<file path="src/rtl/captura_matricula.sv">
// -----------------------------------------------------------------------------
// captura_matricula
//
// Front end of the parking-barrier datapath. A licence plate arrives one 4-bit
// digit at a time over a valid/ready handshake. A 3-bit door code arrives with
// the sixth digit. The assembled plate is presented on m5..m0 / d to the
// plate-checking logic for a fixed hold window. The checker's Valido verdict
// is sampled on the last hold cycle, and saturating accepted/rejected vehicle
// counts are kept.
//
// Handshake: a digit transfers on a rising clk edge when digit_valid and
// digit_ready are both high. digit_ready is combinational:
// (IDLE or COLLECT) and not cancel. The sender may hold digit_valid high for
// any number of cycles and may change digit_in only after a transfer.
//
// Parameters
//   TIMEOUT_CYCLES  max idle cycles between digits while collecting
//   HOLD_CYCLES     cycles plate_valid stays high per presented plate (>=1)
//   CNT_W           width of accepted_cnt / rejected_cnt
//
// Ports
//   clk            in   rising-edge clock
//   reset          in   synchronous, active-high
//   digit_in       in   plate digit; the first digit of a plate lands in m5
//   digit_valid    in   digit_in is valid this cycle
//   digit_ready    out  block accepts a digit this cycle
//   door_in        in   door code, sampled on the 6th digit transfer
//   cancel         in   discard the plate currently being collected
//   valido_in      in   checker verdict, sampled on the last hold cycle
//   m5..m0         out  presented plate digits (m5 = first received)
//   d              out  presented door code
//   plate_valid    out  m5..m0/d form a plate to be checked now
//   abort          out  1-cycle pulse: plate discarded
//   accepted_cnt   out  plates with valido_in=1, saturating
//   rejected_cnt   out  plates with valido_in=0, saturating
//   state_dbg      out  current FSM state (debug observation)
// -----------------------------------------------------------------------------
module captura_matricula #(
    parameter int TIMEOUT_CYCLES = 16,
    parameter int HOLD_CYCLES    = 4,
    parameter int CNT_W          = 4
) (
    input  logic             clk,
    input  logic             reset,
    input  logic [3:0]       digit_in,
    input  logic             digit_valid,
    output logic             digit_ready,
    input  logic [2:0]       door_in,
    input  logic             cancel,
    input  logic             valido_in,
    output logic [3:0]       m5,
    output logic [3:0]       m4,
    output logic [3:0]       m3,
    output logic [3:0]       m2,
    output logic [3:0]       m1,
    output logic [3:0]       m0,
    output logic [2:0]       d,
    output logic             plate_valid,
    output logic             abort,
    output logic [CNT_W-1:0] accepted_cnt,
    output logic [CNT_W-1:0] rejected_cnt,
    output logic [1:0]       state_dbg
);

    localparam logic [1:0] S_IDLE    = 2'd0;
    localparam logic [1:0] S_COLLECT = 2'd1;
    localparam logic [1:0] S_PRESENT = 2'd2;

    localparam int TW = (TIMEOUT_CYCLES > 1) ? $clog2(TIMEOUT_CYCLES) : 1;
    localparam int HW = (HOLD_CYCLES > 1) ? $clog2(HOLD_CYCLES) : 1;

    localparam logic [TW-1:0]    TIMER_LAST = TW'(TIMEOUT_CYCLES - 1);
    localparam logic [HW-1:0]    HOLD_INIT  = HW'(HOLD_CYCLES - 1);
    localparam logic [CNT_W-1:0] CNT_MAX    = '1;

    // ------------------------------------------------------------------
    // State
    // ------------------------------------------------------------------
    logic [1:0]       state_q, state_d;
    logic [2:0]       idx_q, idx_d;
    logic [TW-1:0]    timer_q, timer_d;
    logic [HW-1:0]    hold_q, hold_d;

    // Shadow slots for the first five digits. Slot 0 is never stored: the
    // sixth digit goes straight from digit_in into m0 on commit.
    logic [3:0]       shadow_q [1:5];
    logic [3:0]       shadow_d [1:5];

    logic [3:0]       m5_q, m5_d, m4_q, m4_d, m3_q, m3_d;
    logic [3:0]       m2_q, m2_d, m1_q, m1_d, m0_q, m0_d;
    logic [2:0]       d_q, d_d;
    logic             pv_q, pv_d;
    logic             abort_q, abort_d;
    logic [CNT_W-1:0] acc_q, acc_d;
    logic [CNT_W-1:0] rej_q, rej_d;

    logic             xfer;

    assign digit_ready = ((state_q == S_IDLE) || (state_q == S_COLLECT)) && !cancel;
    assign xfer        = digit_valid && digit_ready;

    // ------------------------------------------------------------------
    // Next-state logic
    // ------------------------------------------------------------------
    always_comb begin
        state_d  = state_q;
        idx_d    = idx_q;
        timer_d  = timer_q;
        hold_d   = hold_q;
        shadow_d = shadow_q;
        m5_d     = m5_q;
        m4_d     = m4_q;
        m3_d     = m3_q;
        m2_d     = m2_q;
        m1_d     = m1_q;
        m0_d     = m0_q;
        d_d      = d_q;
        pv_d     = pv_q;
        abort_d  = 1'b0;
        acc_d    = acc_q;
        rej_d    = rej_q;

        case (state_q)
            S_IDLE: begin
                // cancel here only masks digit_ready; there is nothing to discard.
                if (xfer) begin
                    shadow_d[5] = digit_in;
                    idx_d       = 3'd4;
                    timer_d     = '0;
                    state_d     = S_COLLECT;
                end
            end

            S_COLLECT: begin
                if (cancel) begin
                    // cancel wins over both a same-cycle digit (ready is low)
                    // and a same-cycle timeout.
                    abort_d = 1'b1;
                    idx_d   = 3'd5;
                    timer_d = '0;
                    state_d = S_IDLE;
                end else if (xfer) begin
                    timer_d = '0;
                    if (idx_q == 3'd0) begin
                        idx_d = 3'd5;
                        if (door_in == 3'b000) begin
                            // Door 000 is not a real door: drop the plate.
                            abort_d = 1'b1;
                            state_d = S_IDLE;
                        end else begin
                            m5_d    = shadow_q[5];
                            m4_d    = shadow_q[4];
                            m3_d    = shadow_q[3];
                            m2_d    = shadow_q[2];
                            m1_d    = shadow_q[1];
                            m0_d    = digit_in;
                            d_d     = door_in;
                            pv_d    = 1'b1;
                            hold_d  = HOLD_INIT;
                            state_d = S_PRESENT;
                        end
                    end else begin
                        for (int i = 1; i <= 5; i++) begin
                            if (idx_q == 3'(i)) begin
                                shadow_d[i] = digit_in;
                            end
                        end
                        idx_d = idx_q - 3'd1;
                    end
                end else begin
                    if (timer_q == TIMER_LAST) begin
                        abort_d = 1'b1;
                        idx_d   = 3'd5;
                        timer_d = '0;
                        state_d = S_IDLE;
                    end else begin
                        timer_d = timer_q + TW'(1);
                    end
                end
            end

            S_PRESENT: begin
                // Last hold cycle: take the checker's verdict and release.
                if (hold_q == '0) begin
                    if (valido_in) begin
                        if (acc_q != CNT_MAX) begin
                            acc_d = acc_q + CNT_W'(1);
                        end
                    end else begin
                        if (rej_q != CNT_MAX) begin
                            rej_d = rej_q + CNT_W'(1);
                        end
                    end
                    pv_d    = 1'b0;
                    state_d = S_IDLE;
                end else begin
                    hold_d = hold_q - HW'(1);
                end
            end

            default: begin
                state_d = S_IDLE;
                idx_d   = 3'd5;
                timer_d = '0;
                pv_d    = 1'b0;
            end
        endcase
    end

    // ------------------------------------------------------------------
    // Registers
    // ------------------------------------------------------------------
    always_ff @(posedge clk) begin
        if (reset) begin
            state_q <= S_IDLE;
            idx_q   <= 3'd5;
            timer_q <= '0;
            hold_q  <= '0;
            for (int i = 1; i <= 5; i++) begin
                shadow_q[i] <= '0;
            end
            m5_q    <= '0;
            m4_q    <= '0;
            m3_q    <= '0;
            m2_q    <= '0;
            m1_q    <= '0;
            m0_q    <= '0;
            d_q     <= '0;
            pv_q    <= 1'b0;
            abort_q <= 1'b0;
            acc_q   <= '0;
            rej_q   <= '0;
        end else begin
            state_q  <= state_d;
            idx_q    <= idx_d;
            timer_q  <= timer_d;
            hold_q   <= hold_d;
            shadow_q <= shadow_d;
            m5_q     <= m5_d;
            m4_q     <= m4_d;
            m3_q     <= m3_d;
            m2_q     <= m2_d;
            m1_q     <= m1_d;
            m0_q     <= m0_d;
            d_q      <= d_d;
            pv_q     <= pv_d;
            abort_q  <= abort_d;
            acc_q    <= acc_d;
            rej_q    <= rej_d;
        end
    end

    // ------------------------------------------------------------------
    // Outputs
    // ------------------------------------------------------------------
    assign m5           = m5_q;
    assign m4           = m4_q;
    assign m3           = m3_q;
    assign m2           = m2_q;
    assign m1           = m1_q;
    assign m0           = m0_q;
    assign d            = d_q;
    assign plate_valid  = pv_q;
    assign abort        = abort_q;
    assign accepted_cnt = acc_q;
    assign rejected_cnt = rej_q;
    assign state_dbg    = state_q;

endmodule

</file>
<file path="config.mk">
export PLATFORM = sky130hd
export DESIGN_NAME = captura_matricula
export DESIGN_NICKNAME = d
export VERILOG_FILES = /design/src/rtl/captura_matricula.sv
export SDC_FILE = /design/constraint.sdc
export NUM_CORES = 1
export LEC_CHECK = 0
export ABC_AREA = 1
export CAP_MARGIN = 20
export CORE_MARGIN = 3
export CORE_UTILIZATION = 50
export CTS_CLUSTER_SIZE = 8
export DETAILED_ROUTE_END_ITERATION = 8
export PLACE_DENSITY = 0.72
export SETUP_SLACK_MARGIN = 0.05
export SYNTH_ARGS = -nofsm -noshare
export SYNTH_HDL_FRONTEND = slang
export SYNTH_SLANG_ARGS = --single-unit
</file>
<file path="constraint.sdc">
create_clock -name clk -period 1.9 [get_ports clk]
set_clock_uncertainty 0.1 [all_clocks]
set_input_delay 0.38 -clock clk [delete_from_list [all_inputs] [get_ports clk]]
set_output_delay 0.38 -clock clk [all_outputs]
set_load 0.01 [all_outputs]
</file>
; After elaboration in Yosys (flattened, before gate mapping)
; Cells that the tools add are included.
[totals]
ff_bits = 68
in_bits = 12
out_inout_bits = 40
elab_cells = 119
[classes]
addsub = 5
n_eq_ne = 21
mux = 42
bitwise = 7
reduce_logical = 24
[op_table]
columns = cell, n
row1 = $mux W4, 9
row2 = $reduce_and A5 Y1, 5
row3 = $mux W2, 12
row4 = $reduce_and A6 Y1, 3
row5 = $mux W3, 5
row6 = $ne A2 B2 Y1 const B, 7
row7 = $add A4 B1 Y4 const B, 3
row8 = $pmux W4 S3, 1
row9 = $reduce_and A4 Y1, 3
row10 = $mux W1, 10
row11 = $pmux W3 S3, 1
row12 = $ne A4 B3 Y1 const B, 2
row13 = $ne A4 B4 Y1 const B, 2
row14 = $pmux W4 S2, 1
row15 = $not A1 Y1, 7
row16 = $eq A3 B2 Y1 const B, 2
row17 = $eq A3 B3 Y1 const B, 2
row18 = $logic_not A3 Y1, 2
row19 = $pmux W2 S3, 1
row20 = $eq A4 B4 Y1 const B, 1
row21 = $logic_not A2 Y1, 2
row22 = $ne A2 B1 Y1 const B, 2
row23 = $pmux W2 S2, 1
row24 = $reduce_bool A2 Y1, 2
row25 = 12 further kinds, 13

; Depth between registers and ports, before layout
[depth]
ltp_word = 7
mapped_depth = 8
mapped_depth_nobuf = 8

; Least setup slack after synthesis
; Ideal clock, no wire load.
[synth_timing]
path_type = reg2reg
startpoint = register state_q[1] (netlist: state_dbg[1])
endpoint = register m5_q[2] (netlist: m5[2])
setup_time_ns = 0.062
t_arrival_ns = 1.368
required_time_ns = 1.738
setup_slack_ns = 0.370
stages_incl_launch_ff = 7
path_buffers = 1
period_less_slack_ns = 1.530
path_cell_list = dfxtp_1 -> nor2_4 -> nand3_4 -> nor3_4 -> buf_6 -> nor2_2 -> nor2_2
[synth_via]
elab_chain_len = 5
elab_cells_between_ends = 6
classes_between = 1 x eq/ne / 5 x reduce/logical
[synth_lines]
columns = item, line_no
row1 = "start, declared", 79  ; logic [1:0] state_q, state_d;
row2 = "start signal, assigned", 234  ; state_q <= state_d;
row3 = $eq A2 B1 Y1 or $logic_not A2 Y1 (tied branches), 99  ; assign digit_ready = ((state_q == S_IDLE) || (state_q == S_COLLECT)) && !cancel;
row4 = $logic_or A1 B1 Y1 *, 99
row5 = $logic_and A1 B1 Y1 *, 99
row6 = net digit_ready, 47  ; output logic digit_ready,
row7 = $logic_and A1 B1 Y1 *, 100  ; assign xfer = digit_valid && digit_ready;
row8 = $reduce_and A5 Y1 (no line) *, --
row9 = "end signal, assigned", 239  ; m5_q <= m5_d;
row10 = "end, declared", 89  ; logic [3:0] m5_q, m5_d, m4_q, m4_d, m3_q, m3_d;
; Mark *: on every way through the listed nets, which the timed path passes. The rest lies on a longest branch.
; A chain may end at the register's enable or synchronous reset.

; Worst setup path after layout
[layout_timing]
startpoint = register acc_q[2] (netlist: accepted_cnt[2])
endpoint = output accepted_cnt[2]
[layout_lines]
columns = item, line_no
row1 = "start, declared", 94  ; logic [CNT_W-1:0] acc_q, acc_d;
row2 = "start signal, assigned", 231  ; acc_q <= '0;
row3 = "start signal, assigned", 248  ; acc_q <= acc_d;
row4 = "end, declared", 60  ; output logic [CNT_W-1:0] accepted_cnt,
; No word-level cell between the ends.

==> metrics.txt <==
status=complete, no violations; signal arrival time at the worst endpoint=1.32 ns; slowest stage cell, crit path=clkdlybuf4s50_1; hold path cells=2; register area share after synthesis=0.463; nature of the critical path startpoint=register; r2r startpoint=idx_q[0]; die height=82.7 um; vias in the first global route=2460; top cell type's share of synthesized area=0.463; Syn Area/Cell=7.37 um2; share of layout cells above drive strength 1=0.0989; Max-cap violations=0; Max clock buf depth=2; area post-placement=between 3000 and 4000 um2; DRT Pass-1 Iters=4; fin util=0.680; cts hold-fix bufs=0; Peak supply drop=0.000561 V; GR Util All Layers=0.203; worst hold path type=reg -> reg; row count=27; WL/cell=11.5 um; initial antenna violation count=0; Hold Crit Endpoint=hold_q[1]; CTS tree=built; critical path, cell by cell=clkdlybuf4s50_1; CP top delay family=buffers and inverters; Hold Fails Final Rpt=0; clk slew on worst S/H paths=0.06 ns; WL final=6190 um; pwr/cell area=roughly 760 nW/um2; boundary pin count=52; worst r2r dst=abort; largest net degree at the start of global routing=57; worst path bufs/invs=1; Leakage Power=1.58 nW; placed cells=522; worst-skew pair later-pin latency=0.33 ns; delay of the slowest critical-path stage=0.57 ns; largest cells by area after synthesis=dfxtp_1, nor2_1, nand2_1, a21oi_1, nand3_1; Iteration-0 DRC Markers=163; chip width=82.7 um; Detail Route Antenna Nets=0; RSZ-0062 raised after global routing=no; total number of vias=2649; Root Driver=clkbuf_8; DRC=0; Worst-Margin Slew=0.462 ns; Non-Filler Instances=537; starting density of the core=0.524; die area=6830 um2; Synthesized Nets=415; first-pass GRT wire length=10800 um; Layout fillers=between 500 and 600; Synth area leader=dfxtp_1; Placer Congestion=slightly below 0.9; Final Setup Violations=0; worst-path fanout max=5; Max Freq=0.557 GHz; CP Capture Type=output pin; data required time of the critical path=1.42 ns; CTS Sinks=68; vias per cell=4.93; final antenna diode count=0; Final Cycle Share=0.945; Sequential Area=1360 um2; final global-route overflow total=0; fin area=3810 um2; total CTS buffers=9; Final Max Slew Viols=0; min-delay src=hold_q[1]; H-tree Lvls=3; R2R setup slack=0.31 ns; fin crit period=1.80 ns; Final #Nets=~480; number of synthesized register bits=68; core area=5610 um2; unique cell type count in the Yosys netlist=23; port buffer count=51; # Post-CTS Setup Buffers=0; mapped cell area=slightly below 3000 um2; CP Class=reg -> out; area grow syn2layout=29.7%; multi-input combinational cell area=1380 um2; reg2reg path depth=7; slew margin rel.=0.692; synth warn=0; Syn Inst Count=399; Detailed Place HPWL=between 4000 and 5000 um
-- layout make-up --
class	count	share of cell area
clock buffers	14	0.0453
clock inverters	1	0.00788
inverters	35	0.0345
multi-input cells	283	0.362
flip-flops and latches	68	0.358
well taps	72	0.0236
repair buffers	64	0.169
-- stage by stage --
stage | TNS, ns | hold slack [ns] | setup WS [ns] | total power [mW]
after floorplan | 0 | 0.335 | 0.370 | 1.63
after global placement | -0.834 | 0.349 | -0.0709 | 1.72
after detailed placement | -1.93 | 0.354 | -0.0949 | 1.72
after CTS | 0 | 0.363 | 0.0908 | 2.92
after global routing | 0 | 0.373 | 0.0550 | 3.01
final | 0 | 0.363 | 0.104 | 2.89
-- metal layers --
layer / track usage / routed length [um] / up-vias
met5: 0 / 0 / -
met4: 0.0735 / 76 / 0
met3: 0.0488 / 268 / 9
met2: 0.349 / 2990 / 55
met1: 0.245 / 2850 / 1182
li1: - / - / 1403
-- cells in the mapped netlist --
| cell type | instances |
|---|---|
| nand2_2 | 1 |
| nand2_1 | 73 |
| nor3_1 | 1 |
| nor2_4 | 2 |
| nand3_4 | 1 |
| xnor2_1 | 2 |
| nor3_4 | 1 |
| nand4_1 | 3 |
| o21ai_0 | 27 |
| nand3b_1 | 18 |
| nor2_2 | 12 |
| ha_1 | 4 |
| xor2_1 | 3 |
| a21oi_1 | 31 |
| buf_1 | 4 |
| clkbuf_1 | 4 |
| inv_1 | 34 |
| dfxtp_1 | 68 |
| buf_6 | 2 |
| inv_2 | 1 |
| nor2_1 | 77 |
| nand3_1 | 27 |
| buf_2 | 3 |
-- how the worst max path moves through the flow --
stage,from,endpoint,slack (ns),depth (start not counted)
floorplan,state_dbg[1],m5[2],0.37,6
global placement,cancel,digit_ready,-0.07,3
detailed placement,cancel,shadow_q[15],-0.09,9
CTS,state_dbg[1],state_dbg[1],0.09,1
global route,state_dbg[1],state_dbg[1],0.06,1
finish,accepted_cnt[2],accepted_cnt[2],0.10,1
-- registers in the layout, summed over array words and instances (netlist names), 3 cells and up --
register      count
idx_q             3
accepted_cnt      4
m0                4
m1                4
rejected_cnt      4
m4                4
m5                4
m2                4
d                 3
timer_q           4
m3                4
shadow_q         20
-- where the power goes --
part / internal, mW / switching (mW)
Clock: 0.708 / 0.495
Sequential: 1.45 / 0.0193
Combinational: 0.0924 / 0.133
-- kinds of logic after synthesis --
| family | after synthesis | share of synthesized area |
|---|---|---|
| adder cells (fa/ha/maj) | 4 | 0.0170 |
| buffers and inverters | 48 | 0.0677 |
| AND/OR/NAND/NOR | 216 | 0.338 |
| flip-flops | 68 | 0.463 |
| AO/OA/AOI/OAI | 58 | 0.0988 |
| XOR/XNOR | 5 | 0.0149 |
-- layout by cell type (no fill, tap or decap), drive strengths merged, types with 2 or more instances in the layout --
master	count
xnor2	2
nand3	28
ha	4
clkdlybuf4s50	50
nand3b	18
nand2	74
o21ai	27
nor2	91
buf	13
nor3	2
nand4	3
dfxtp	68
a21oi	31
clkbuf	14
xor2	3
inv	35
-- what timing repair did --
item                                    4_1_cts  5_1_grt
endpoints found under the hold margin         0        0
endpoints found under the setup margin        3        0
gates resized for setup                       3        0
Note: power is estimated with default switching activity, not from simulation.
